### config.mk
export PLATFORM = sky130hd
export DESIGN_NAME = conv_ibuf_feeder_flat
export DESIGN_NICKNAME = d
export VERILOG_FILES = /design/src/rtl/conv_ibuf_feeder_pkg.sv /design/src/rtl/conv_ibuf_feeder_if.sv /design/src/rtl/conv_ibuf_feeder_pos_counter.sv /design/src/rtl/conv_ibuf_feeder.sv /design/src/flat_wrapper.sv
export SDC_FILE = /design/constraint.sdc
export NUM_CORES = 1
export LEC_CHECK = 0
export ABC_AREA = 1
export CAP_MARGIN = 20
export CORE_ASPECT_RATIO = 2
export CORE_MARGIN = 8
export CORE_UTILIZATION = 28
export CTS_CLUSTER_SIZE = 30
export DETAILED_ROUTE_END_ITERATION = 10
export MAX_ROUTING_LAYER = met4
export PLACE_DENSITY = 0.46
export SLEW_MARGIN = 40
export SYNTH_ARGS = -nofsm -noshare
export SYNTH_HDL_FRONTEND = slang
export SYNTH_SLANG_ARGS = --single-unit
### constraint.sdc
create_clock -name clk -period 1.65 [get_ports clk]
set_input_delay 0.165 -clock clk [delete_from_list [all_inputs] [get_ports clk]]
set_output_delay 0.165 -clock clk [all_outputs]
set_load 0.05 [all_outputs]
### src/rtl/conv_ibuf_feeder_pkg.sv
// conv_pkg: state type and sizing helpers shared by the conv input feeder.
// Counter widths never drop below one bit, so degenerate dimensions still elaborate.
package conv_pkg;

   typedef enum logic [2:0] {
      IDLE,
      FILL,
      ISSUE,
      WAIT_ACK,
      WAIT_DONE
   } feed_state_e;

   function automatic int cnt_w(input int n);
      return (n > 1) ? $clog2(n) : 1;
   endfunction

   function automatic int window_count(input int img, input int k);
      return (img - k + 1) * (img - k + 1);
   endfunction

endpackage

### src/rtl/conv_ibuf_feeder_if.sv
// Upstream beat handshake into the conv input feeder.
// Channel-serial: one activation value per accepted beat.
interface conv_ibuf_feeder_if #(
   parameter int DATA_SIZE = 8
);
   logic                 i_valid;
   logic                 o_ready_up;
   logic [DATA_SIZE-1:0] i_data;

   modport master (
      output i_valid,
      output i_data,
      input  o_ready_up
   );

   modport slave (
      input  i_valid,
      input  i_data,
      output o_ready_up
   );
endinterface

### src/rtl/conv_ibuf_feeder_pos_counter.sv
// conv_pos_counter: channel/column/row position of the incoming pixel stream.
// Flags describe the pixel currently being filled, before it advances.
module conv_pos_counter
   import conv_pkg::*;
#(
   parameter int IMG_DIM        = 28,
   parameter int KERNEL_DIM     = 3,
   parameter int INPUT_CHANNELS = 2,
   localparam int CW            = cnt_w(INPUT_CHANNELS),
   localparam int PW            = cnt_w(IMG_DIM)
) (
   input  logic          clk,
   input  logic          rst,
   input  logic          adv,
   input  logic          clr,
   output logic [CW-1:0] ch,
   output logic          pix_done,
   output logic          window_valid,
   output logic          last_pixel
);

   localparam logic [CW-1:0] CH_LAST  = CW'(INPUT_CHANNELS - 1);
   localparam logic [PW-1:0] POS_LAST = PW'(IMG_DIM - 1);
   localparam logic [PW-1:0] WIN_MIN  = PW'(KERNEL_DIM - 1);

   logic [PW-1:0] col;
   logic [PW-1:0] row;

   assign pix_done     = adv && (ch == CH_LAST);
   assign window_valid = (row >= WIN_MIN) && (col >= WIN_MIN);
   assign last_pixel   = (row == POS_LAST) && (col == POS_LAST);

   always_ff @(posedge clk or negedge rst) begin
      if (!rst) begin
         ch  <= '0;
         col <= '0;
         row <= '0;
      end else if (clr) begin
         ch  <= '0;
         col <= '0;
         row <= '0;
      end else if (adv) begin
         if (ch == CH_LAST) begin
            ch <= '0;
            // Raster advance; row also wraps so the frame ends at (0,0)
            if (col == POS_LAST) begin
               col <= '0;
               row <= (row == POS_LAST) ? '0 : row + 1'b1;
            end else begin
               col <= col + 1'b1;
            end
         end else begin
            ch <= ch + 1'b1;
         end
      end
   end

endmodule

### src/rtl/conv_ibuf_feeder.sv
// conv_ibuf_feeder: writes a channel-serial pixel stream into the conv input
// buffer and starts the layer each time a full stride-1 window is resident.
module conv_ibuf_feeder
   import conv_pkg::*;
#(
   parameter int DATA_SIZE      = 8,
   parameter int IMG_DIM        = 28,
   parameter int KERNEL_DIM     = 3,
   parameter int INPUT_CHANNELS = 2
) (
   input  logic                      clk,
   input  logic                      rst,
   conv_ibuf_feeder_if.slave         up,
   output logic [INPUT_CHANNELS-1:0] o_ibuf_we,
   output logic [DATA_SIZE-1:0]      o_ibuf_wr_data [INPUT_CHANNELS],
   output logic                      o_start,
   input  logic                      i_layer_ready,
   output logic                      o_frame_done,
   output logic                      o_busy
);

   localparam int CW = cnt_w(INPUT_CHANNELS);

   feed_state_e   state;
   logic          ready_q;
   logic          issue_wait;
   logic          win_last;
   logic          accept;
   logic          frame_clr;
   logic [CW-1:0] ch;
   logic          pix_done;
   logic          window_valid;
   logic          last_pixel;

   assign up.o_ready_up = ready_q;
   assign accept        = up.i_valid && ready_q;
   assign frame_clr     = (state == WAIT_DONE) && i_layer_ready && win_last;

   conv_pos_counter #(
      .IMG_DIM        (IMG_DIM),
      .KERNEL_DIM     (KERNEL_DIM),
      .INPUT_CHANNELS (INPUT_CHANNELS)
   ) u_pos (
      .clk          (clk),
      .rst          (rst),
      .adv          (accept),
      .clr          (frame_clr),
      .ch           (ch),
      .pix_done     (pix_done),
      .window_valid (window_valid),
      .last_pixel   (last_pixel)
   );

   always_ff @(posedge clk or negedge rst) begin
      if (!rst) begin
         state        <= IDLE;
         ready_q      <= 1'b0;
         issue_wait   <= 1'b0;
         win_last     <= 1'b0;
         o_ibuf_we    <= '0;
         o_start      <= 1'b0;
         o_frame_done <= 1'b0;
         o_busy       <= 1'b0;
         for (int i = 0; i < INPUT_CHANNELS; i++) begin
            o_ibuf_wr_data[i] <= '0;
         end
      end else begin
         o_start      <= 1'b0;
         o_frame_done <= 1'b0;
         for (int i = 0; i < INPUT_CHANNELS; i++) begin
            o_ibuf_we[i] <= accept && (ch == CW'(i));
            if (accept && (ch == CW'(i))) begin
               o_ibuf_wr_data[i] <= up.i_data;
            end
         end
         unique case (state)
            IDLE, FILL: begin
               ready_q <= 1'b1;
               if (accept) begin
                  o_busy <= 1'b1;
                  if (pix_done && window_valid) begin
                     state      <= ISSUE;
                     ready_q    <= 1'b0;
                     issue_wait <= 1'b1;
                     win_last   <= last_pixel;
                  end else begin
                     state <= FILL;
                  end
               end
            end
            ISSUE: begin
               // First ISSUE cycle lets the window's final write land
               issue_wait <= 1'b0;
               if (!issue_wait && i_layer_ready) begin
                  o_start <= 1'b1;
                  state   <= WAIT_ACK;
               end
            end
            WAIT_ACK: begin
               if (!i_layer_ready) state <= WAIT_DONE;
            end
            WAIT_DONE: begin
               if (i_layer_ready) begin
                  ready_q <= 1'b1;
                  if (win_last) begin
                     o_frame_done <= 1'b1;
                     o_busy       <= 1'b0;
                     state        <= IDLE;
                  end else begin
                     state <= FILL;
                  end
               end
            end
            default: state <= IDLE;
         endcase
      end
   end

endmodule
### src/flat_wrapper.sv
// flat-port wrapper written by rule: the top's interface ports become plain ports
module conv_ibuf_feeder_flat import conv_pkg::*;
#(
   parameter int DATA_SIZE      = 8,
   parameter int IMG_DIM        = 28,
   parameter int KERNEL_DIM     = 3,
   parameter int INPUT_CHANNELS = 2
)
  (clk, rst, o_ibuf_we, o_ibuf_wr_data, o_start, i_layer_ready, o_frame_done, o_busy, up_i_valid, up_i_data, up_o_ready_up);
  conv_ibuf_feeder_if #(.DATA_SIZE(DATA_SIZE)) up_i ();
  input  logic clk;
  input  logic rst;
  output logic [INPUT_CHANNELS-1:0] o_ibuf_we;
  output logic [DATA_SIZE-1:0] o_ibuf_wr_data[INPUT_CHANNELS];
  output logic o_start;
  input  logic i_layer_ready;
  output logic o_frame_done;
  output logic o_busy;
  input wire logic [$bits(up_i.i_valid)-1:0] up_i_valid;
  input wire logic [$bits(up_i.i_data)-1:0] up_i_data;
  output wire logic [$bits(up_i.o_ready_up)-1:0] up_o_ready_up;
  assign up_i.i_valid = up_i_valid;
  assign up_i.i_data = up_i_data;
  assign up_o_ready_up = up_i.o_ready_up;
  conv_ibuf_feeder #(.DATA_SIZE(DATA_SIZE), .IMG_DIM(IMG_DIM), .KERNEL_DIM(KERNEL_DIM), .INPUT_CHANNELS(INPUT_CHANNELS)) u_core (.clk(clk), .rst(rst), .up(up_i), .o_ibuf_we(o_ibuf_we), .o_ibuf_wr_data(o_ibuf_wr_data), .o_start(o_start), .i_layer_ready(i_layer_ready), .o_frame_done(o_frame_done), .o_busy(o_busy));
endmodule
==> results summary, run 1 <==
The maximum root-to-sink buffer count is 2. The area added between synthesis and finish is 31.3%. Post-CTS repair changed the size of 0 cells. The cell family contributing the most delay on the critical path is buffers and inverters.

The horizontal die dimension is between 70 and 80 um. The congestion estimate from routability-driven global placement came to approximately 0.8. The final design area excluding fillers is around 2400 sq um.

Setup violations remaining at the end of the flow were counted as 0. In the routed layout, each cell is associated on average with a via count of between 4 and 5. The critical path required time came out at 1.48 ns. The category of the worst setup path launch point is a flop. The effective utilization at floorplan is about 29%. The number of enable flip-flop cells after synthesis came out at 0. The total routing usage reported by global routing is a little over a tenth.

The number of pins exceeding their max-slew limit in the final report is 0. A synthesized cell averages 8.69 sq um. Once layout is complete, the cells apart from fillers number 335. In this design, the stage delay of the slowest critical-path cell is between 0.7 and 0.8 ns. The clock sink count is 38. The clock period could shrink to ~1.6 ns. The critical path data arrival time is approximately 1.4 ns.

By area the synthesized netlist is led by dfrtp_1 (53%), nand2_1 (9.9%), o21ai_0 (7.3%), inv_1 (5.9%), nand3_1 (4.8%). The detailed router finished its first iteration with between 40 and 50 violations. The maximum clock rate is between 600 and 700 MHz. The worst path buffer plus inverter count is 1. The remaining global-route overflow came out at 0. The flow ran to the end, and the final reports show no timing, DRC or antenna violations. The final critical-path share of the clock period came out at 94.6%. Including well taps, the total number of placed cells is approximately 330. The worst-case vdd ir drop came out at between 1 and 1.5 mV. The full die area came out at about 9400 sq um. The total DRC errors in the routed layout came out at 0. The row count is about 40. The measured slew at the worst slew-check pin came out at 0.492 ns. Setup total negative slack on the finished layout was measured at 0 ns.

The area of the core is between 6000 and 7000 sq um. The largest driver fanout on the critical path came out at 1. The H-tree depth came out at 2. The signal on the critical path passes through clkdlybuf4s50_1.

The cell chosen for the clock root is clkbuf_16. The number of antenna violations at the first check in global routing was 0. The top cell type by total area after synthesis is dfrtp_1. The proportion of register bits with asynchronous set or reset after synthesis is between 90% and 100%. The worst setup path is captured at a primary output. TritonCTS built the clock tree.

The clock-pin transition on the worst setup and hold timing paths is about 0.050 ns. Synthesis produced a netlist with a net count of between 200 and 250. The first global-routing pass estimated 7410 um of wire. The top cell type by area accounts for between 50 and 60% of the synthesized area. Measured along the y axis, the die boundary spans 129 um. The final setup skew came out at 0.00380 ns.

The sequential element share of the synthesized area is 53.1%. The critical path is of the reg2out type. The cell area after synthesis came out at between 1500 and 2000 sq um. The number of nets in the layout is 264. The worst hold slack across all endpoints came out at roughly 0.45 ns.

The cell count after synthesis is about 200. The number of iterations in the first detailed-routing pass is 4. The number of max-cap violations is 0. The total cell area at the placement stage came out at roughly 2200 sq um. The number of global-route vias before repair is between 1,500 and 2,000. The number of synthesis warnings came out at 0. The count of buffers added on input and output ports is 33.

The clock latency on the worst-skew pair is between 0.2 and 0.3 ns. The headroom to the max-slew limit came out at between 60 and 70%. The final wirelength came out at ~4200 um. For this design the ratio of total power to cell area is between 1500 and 2000 nW/um^2. Setup repair after global routing left no endpoint under its margin. The type of the most critical hold path is reg2reg. The count of antenna diodes in the layout is 0.

The number of register bits inferred by synthesis is 38. Entering global routing, the biggest net connects 39 pins. The cell with the largest stage delay on the worst path is clkdlybuf4s50_1. The number of buffers inserted by post-CTS setup repair is 0.

The hold violation count in the final report is 0. The leakage power summed over all cells came out at around 0.0012 uW. The total CTS buffers came out at 5. The fraction of final layout cells sized beyond drive strength 1 came out at around 19%. The design draws between 4000 and 5000 uW. Fill cells in the final layout number slightly above 700. The number of nets with antenna violations after routing is 0. The number of library cell types mapped by synthesis is 26. The detailed-placement wirelength estimate came out at around 3200 um. The number of hold-repair buffers added at the cts stage is 1. The count of boundary I/O pins is 34. The via count is 1,471. The most used flip-flop cell after synthesis is dfrtp_1. In the final routed layout, each cell accounts on average for 12.6 um.
-- state kept, by name (all words and copies together) (netlist names) --
name	cells
u_core.win_last	1
u_core.o_ibuf_we	2
u_core.o_frame_done	1
u_core.u_pos.col	5
u_core.state	3
u_core.u_pos.ch	1
u_core.up.o_ready_up	1
u_core.o_start	1
u_core.o_busy	1
u_core.u_pos.row	5
u_core.issue_wait	1
u_core.o_ibuf_wr_data	16
-- where the power goes --
part | internal [uW] | total (uW) | switching [uW]
Sequential | 1290 | 1560 | 276
Clock | 599 | 962 | 363
Combinational | 684 | 2150 | 1470
Total | 2570 | 4680 | 2110
-- area by class of cell --
| type | count | area (sq um) | area share, % |
|---|---|---|---|
| tap | 86 | 108 | 4.58 |
| clock buffer | 7 | 143 | 6.07 |
| clock inverter | 1 | 5.00 | 0.213 |
| multi-input combinational | 133 | 699 | 29.7 |
| timing repair buffer | 38 | 325 | 13.8 |
| sequential | 38 | 951 | 40.4 |
| inverter | 32 | 120 | 5.11 |
-- synth_stat cells (2+ instances only) --
cell type / count
dfrtp_1: 38
ha_1: 4
nor2_1: 14
o21ai_0: 26
inv_1: 28
inv_2: 4
nor3_1: 2
nand4_1: 4
a21oi_1: 4
nor2_4: 3
xor2_1: 2
nand3_1: 17
nand2_1: 47
-- worst paths after layout --
kind	startpoint	end	slack, ns	cells after the start
setup / recovery	u_core.o_start$_DFF_PN0_	o_start	0.09	1
hold / removal	u_core.u_pos.ch$_DFFE_PN0P_	u_core.o_ibuf_we[0]$_DFF_PN0_	0.45	1
setup reg to reg	u_core.u_pos.col[0]$_DFFE_PN0P_	u_core.u_pos.row[1]$_DFFE_PN0P_	0.21	8
hold reg to reg	u_core.u_pos.ch$_DFFE_PN0P_	u_core.o_ibuf_we[0]$_DFF_PN0_	0.45	1
max in group asynchronous	rst	u_core.u_pos.row[3]$_DFFE_PN0P_	0.84	3
min in group asynchronous	rst	u_core.o_ibuf_wr_data[6]$_DFFE_PN0P_	0.46	3
-- cells in the final DEF, fill, tap and decap left out, types with 3 or more instances in the layout --
| cell type | synthesis | layout |
|---|---|---|
| a21oi_1 | 4 | 4 |
| buf_4 | 0 | 24 |
| clkbuf_16 | 0 | 5 |
| clkdlybuf4s50_1 | 0 | 11 |
| dfrtp_1 | 38 | 38 |
| ha_1 | 4 | 4 |
| inv_1 | 28 | 28 |
| inv_2 | 4 | 4 |
| nand2_1 | 47 | 47 |
| nand3_1 | 17 | 17 |
| nand4_1 | 4 | 4 |
| nor2_1 | 14 | 14 |
| nor2_4 | 3 | 3 |
| o21ai_0 | 26 | 26 |
-- metrics by stage --
| stage | util, % | worst slack, ns |
|---|---|---|
| finish | 37.6 | 0.0887 |
| global route | 37.6 | 0.0402 |
| CTS | 37.6 | 0.0707 |
| detailed placement | 35.0 | 0.0607 |
| global placement | 35.0 | 0.0444 |
| floorplan | - | 0.147 |
-- logic make-up (layout without fill, tap and decap cells) --
| group | Yosys count | in the layout | synth area share [%] |
|---|---|---|---|
| compound gates | 33 | 33 | 10.1 |
| fa+ha+maj | 4 | 4 | 2.80 |
| flops | 38 | 38 | 53.1 |
| simple gates | 94 | 94 | 25.2 |
| xor+xnor | 2 | 2 | 0.979 |
| buf+inv | 35 | 78 | 7.83 |
-- layer usage --
metal	up-vias	track usage [%]	wire (um)
met1	698	9.84	1580
li1	736	-	-
met5	-	-	0
met2	31	18.8	2380
met3	6	3.17	186
met4	0	5.34	59
No activity file was read; power rests on OpenSTA's default activity.
==> inputs of run 2 (changes only) <==
--- a/config.mk
+++ b/config.mk
@@ -8,7 +8,7 @@
 export ABC_AREA = 1
 export CAP_MARGIN = 20
 export CORE_ASPECT_RATIO = 2
-export CORE_MARGIN = 8
+export CORE_MARGIN = 5
 export CORE_UTILIZATION = 28
 export CTS_CLUSTER_SIZE = 30
 export DETAILED_ROUTE_END_ITERATION = 10
==> results summary, run 2 (same netlist as run 1, synthesis figures left out) <==
The leakage power summed over all cells is ~0.0012 uW. The total DRC errors in the routed layout came out at 0. The total CTS buffers came out at 5. The critical path data arrival time came out at between 1 and 1.5 ns. Traced cell by cell, the critical path runs through clkdlybuf4s50_1. The number of buffers inserted by post-CTS setup repair came out at 0. The number of pins exceeding their max-slew limit in the final report is 0. The largest driver fanout on the critical path is 1. The cell depth of the worst setup path came out at 1.

The clock latency on the worst-skew pair is ~0.28 ns. The effective utilization at floorplan came out at 28.6%. The cell depth of the worst flop-to-flop path came out at 8. The post-route netlist has around a fifth of its cells at a drive strength greater than 1. Leaving out fill and tap cells, the most frequent cells in the layout are nand2_1 (47), dfrtp_1 (38), inv_1 (28). The worst register-to-register path ends at u_core.u_pos.row[0]$_DFFE_PN0P_. The final critical-path share of the clock period is between 90 and 100%. The final period demand of the worst path is approximately 1.6 ns. The cell with the largest stage delay on the worst path is clkdlybuf4s50_1. The first global-routing pass estimated around 6900 um of wire. The number of global-route vias before repair is about 1,500. The filler cells instantiated in the layout total 680. Grouping stages by cell kind, the critical path spends the most delay in buffers and inverters. The detail route stage leaves a number of antenna-violating nets equal to 0. In this run the tightest slew margin relative to its limit is 67.3%. The type of destination of the critical path is a primary output. The final wirelength came out at about 4000 um. Ranked by flip-flop count, first place goes to u_core.o_ibuf_wr_data. Global routing finished with a remaining overflow of 0. The number of flip-flops in the largest register came out at 16. The clock drives 38 sinks. The row count is just over 40. From synthesis to final layout, the design area changed by 31.4%. The horizontal die dimension is 66.5 um. In this run the worst setup path terminates at o_start. The pin count of the biggest net entering global routing came out at 21. The number of DRC markers in iteration 0 came out at 40.

The number of max-cap violations came out at 0. The clock tree from TritonCTS is built. The floorplan die height came out at ~120 um. The aggregate negative setup slack came out at 0 ns. The worst register-to-register path has a setup slack of roughly 0.19 ns.

The least setup slack across all paths after layout came out at between 0.08 and 0.09 ns. The largest registers in the layout are u_core.o_ibuf_wr_data x16, u_core.u_pos.col x5, u_core.u_pos.row x5. The library cell used most frequently in the layout, excluding fill and tap cells, is nand2_1. The floorplan step defined a die boundary enclosing between 8000 and 9000 sq um. The post-placement worst setup slack is ~0.10 ns. The flow ran to the end, and the final reports show no timing, DRC or antenna violations. In this run the worst setup path begins at u_core.o_start$_DFF_PN0_. The floorplan step defined a core boundary enclosing roughly 6300 sq um. The worst-case vdd ir drop is roughly 1.0 mV. Final hold analysis gives a worst-case slack of 0.395 ns. The worst setup path is launched from a flop. The via count came out at 1,464. The final setup skew came out at roughly 0.0027 ns. In this run the count of I/O pins placed on the die edge is 34.

The number of nets in the layout is 264. STA puts the critical path data required time at about 1.5 ns. The count of port buffers added during placement is 33.

The average wire length per cell after detail routing is between 10 and 15 um. The maximum root-to-sink buffer count is 2. At the pin with the least slew margin, the transition time is a little under 0.5 ns. The share of the core filled with cells in the final layout is between 30% and 40%. CTS built an H-tree with a depth of 2.

The count of antenna diodes in the layout is 0. The detailed-placement wirelength estimate came out at 3150 um. Global routing used between 10% and 20% of the available tracks. The critical path's largest stage delay came out at a little under 0.8 ns. The clock-pin transition on the worst setup and hold timing paths came out at approximately 0.060 ns.

The number of iterations in the first detailed-routing pass is 4. The number of antenna violations at the first check in global routing is 0. The cell chosen for the clock root is clkbuf_16. The maximum clock rate came out at ~640 MHz.

The worst setup path is of the reg2out kind. The per-cell via count in the routed design came out at approximately 4.4. The hold violation count in the final report is 0.

In this run the worst hold path is classified as in2async. The critical register-to-register path startpoint is u_core.u_pos.col[0]$_DFFE_PN0P_. The count of final setup violators came out at 0. The worst path buffer plus inverter count is 1. Setup repair after global routing left no endpoint under its margin.

The areal power density over the cells came out at 1980 nW/um^2. The weighted congestion reported at the end of routability-driven placement came out at slightly above 0.8.
[run 2: timing repair]
| item | 4_1_cts | 5_1_grt |
|---|---|---|
| endpoints found under the hold margin | 19 | 0 |
| resized for setup | 0 | 0 |
| endpoints found under the setup margin | 0 | 0 |
| hold buffers | 1 | 0 |
[run 2: routing by layer]
metal	global-route usage [%]	vias to the layer above	part of all wire, %
li1	-	737	-
met3	3.09	7	4.4
met1	11.9	683	39
met2	20.1	37	54
met4	6.49	0	2.6
met5	-	-	0
[run 2: how the worst min path moves through the flow]
| stage | cells past startpoint | slack (ns) | startpoint | end |
|---|---|---|---|---|
| 2_1_floorplan | 0 | -0.13 | rst | u_core.issue_wait$_DFFE_PN0P_ |
| 3_3_place_gp | 1 | 0.17 | rst | u_core.u_pos.row[2]$_DFFE_PN0P_ |
| 3_5_place_dp | 1 | 0.16 | rst | u_core.u_pos.row[3]$_DFFE_PN0P_ |
| 4_1_cts | 2 | 0.41 | rst | u_core.u_pos.row[3]$_DFFE_PN0P_ |
| 5_1_grt | 2 | 0.45 | rst | u_core.u_pos.row[1]$_DFFE_PN0P_ |
| 6_report | 2 | 0.39 | rst | u_core.u_pos.row[3]$_DFFE_PN0P_ |
[run 2: area by class of cell]
cell class | instances | area (sq um) | share of cell area (%)
clock buffer | 7 | 143 | 6.06
clock inverter | 1 | 5.00 | 0.213
inverter | 32 | 120 | 5.10
multi-input combinational | 133 | 699 | 29.7
sequential | 38 | 951 | 40.4
tap | 86 | 108 | 4.57
timing repair buffer | 38 | 328 | 13.9
[run 2: power breakdown]
part | internal, uW | total (uW) | switching (uW)
Sequential | 1290 | 1570 | 283
Combinational | 670 | 2130 | 1460
Clock | 599 | 969 | 370
[run 2: metrics by stage]
step | power (uW) | instance area, sq um | std cells
after floorplan | 3070 | 1790 | 206
after global placement | 3750 | 2200 | 326
after detailed placement | 3750 | 2200 | 326
final | 4670 | 2350 | 335
after global routing | 5020 | 2350 | 335
after CTS | 4740 | 2350 | 335
[run 2: worst reg2reg max path, delay by kind of cell, from the launching register on]
family	cells	cell delay, ns
compound gates	1	0.21
fa+ha+maj	1	0.24
flops	1	0.38
simple gates	4	0.37
buf+inv	2	0.14
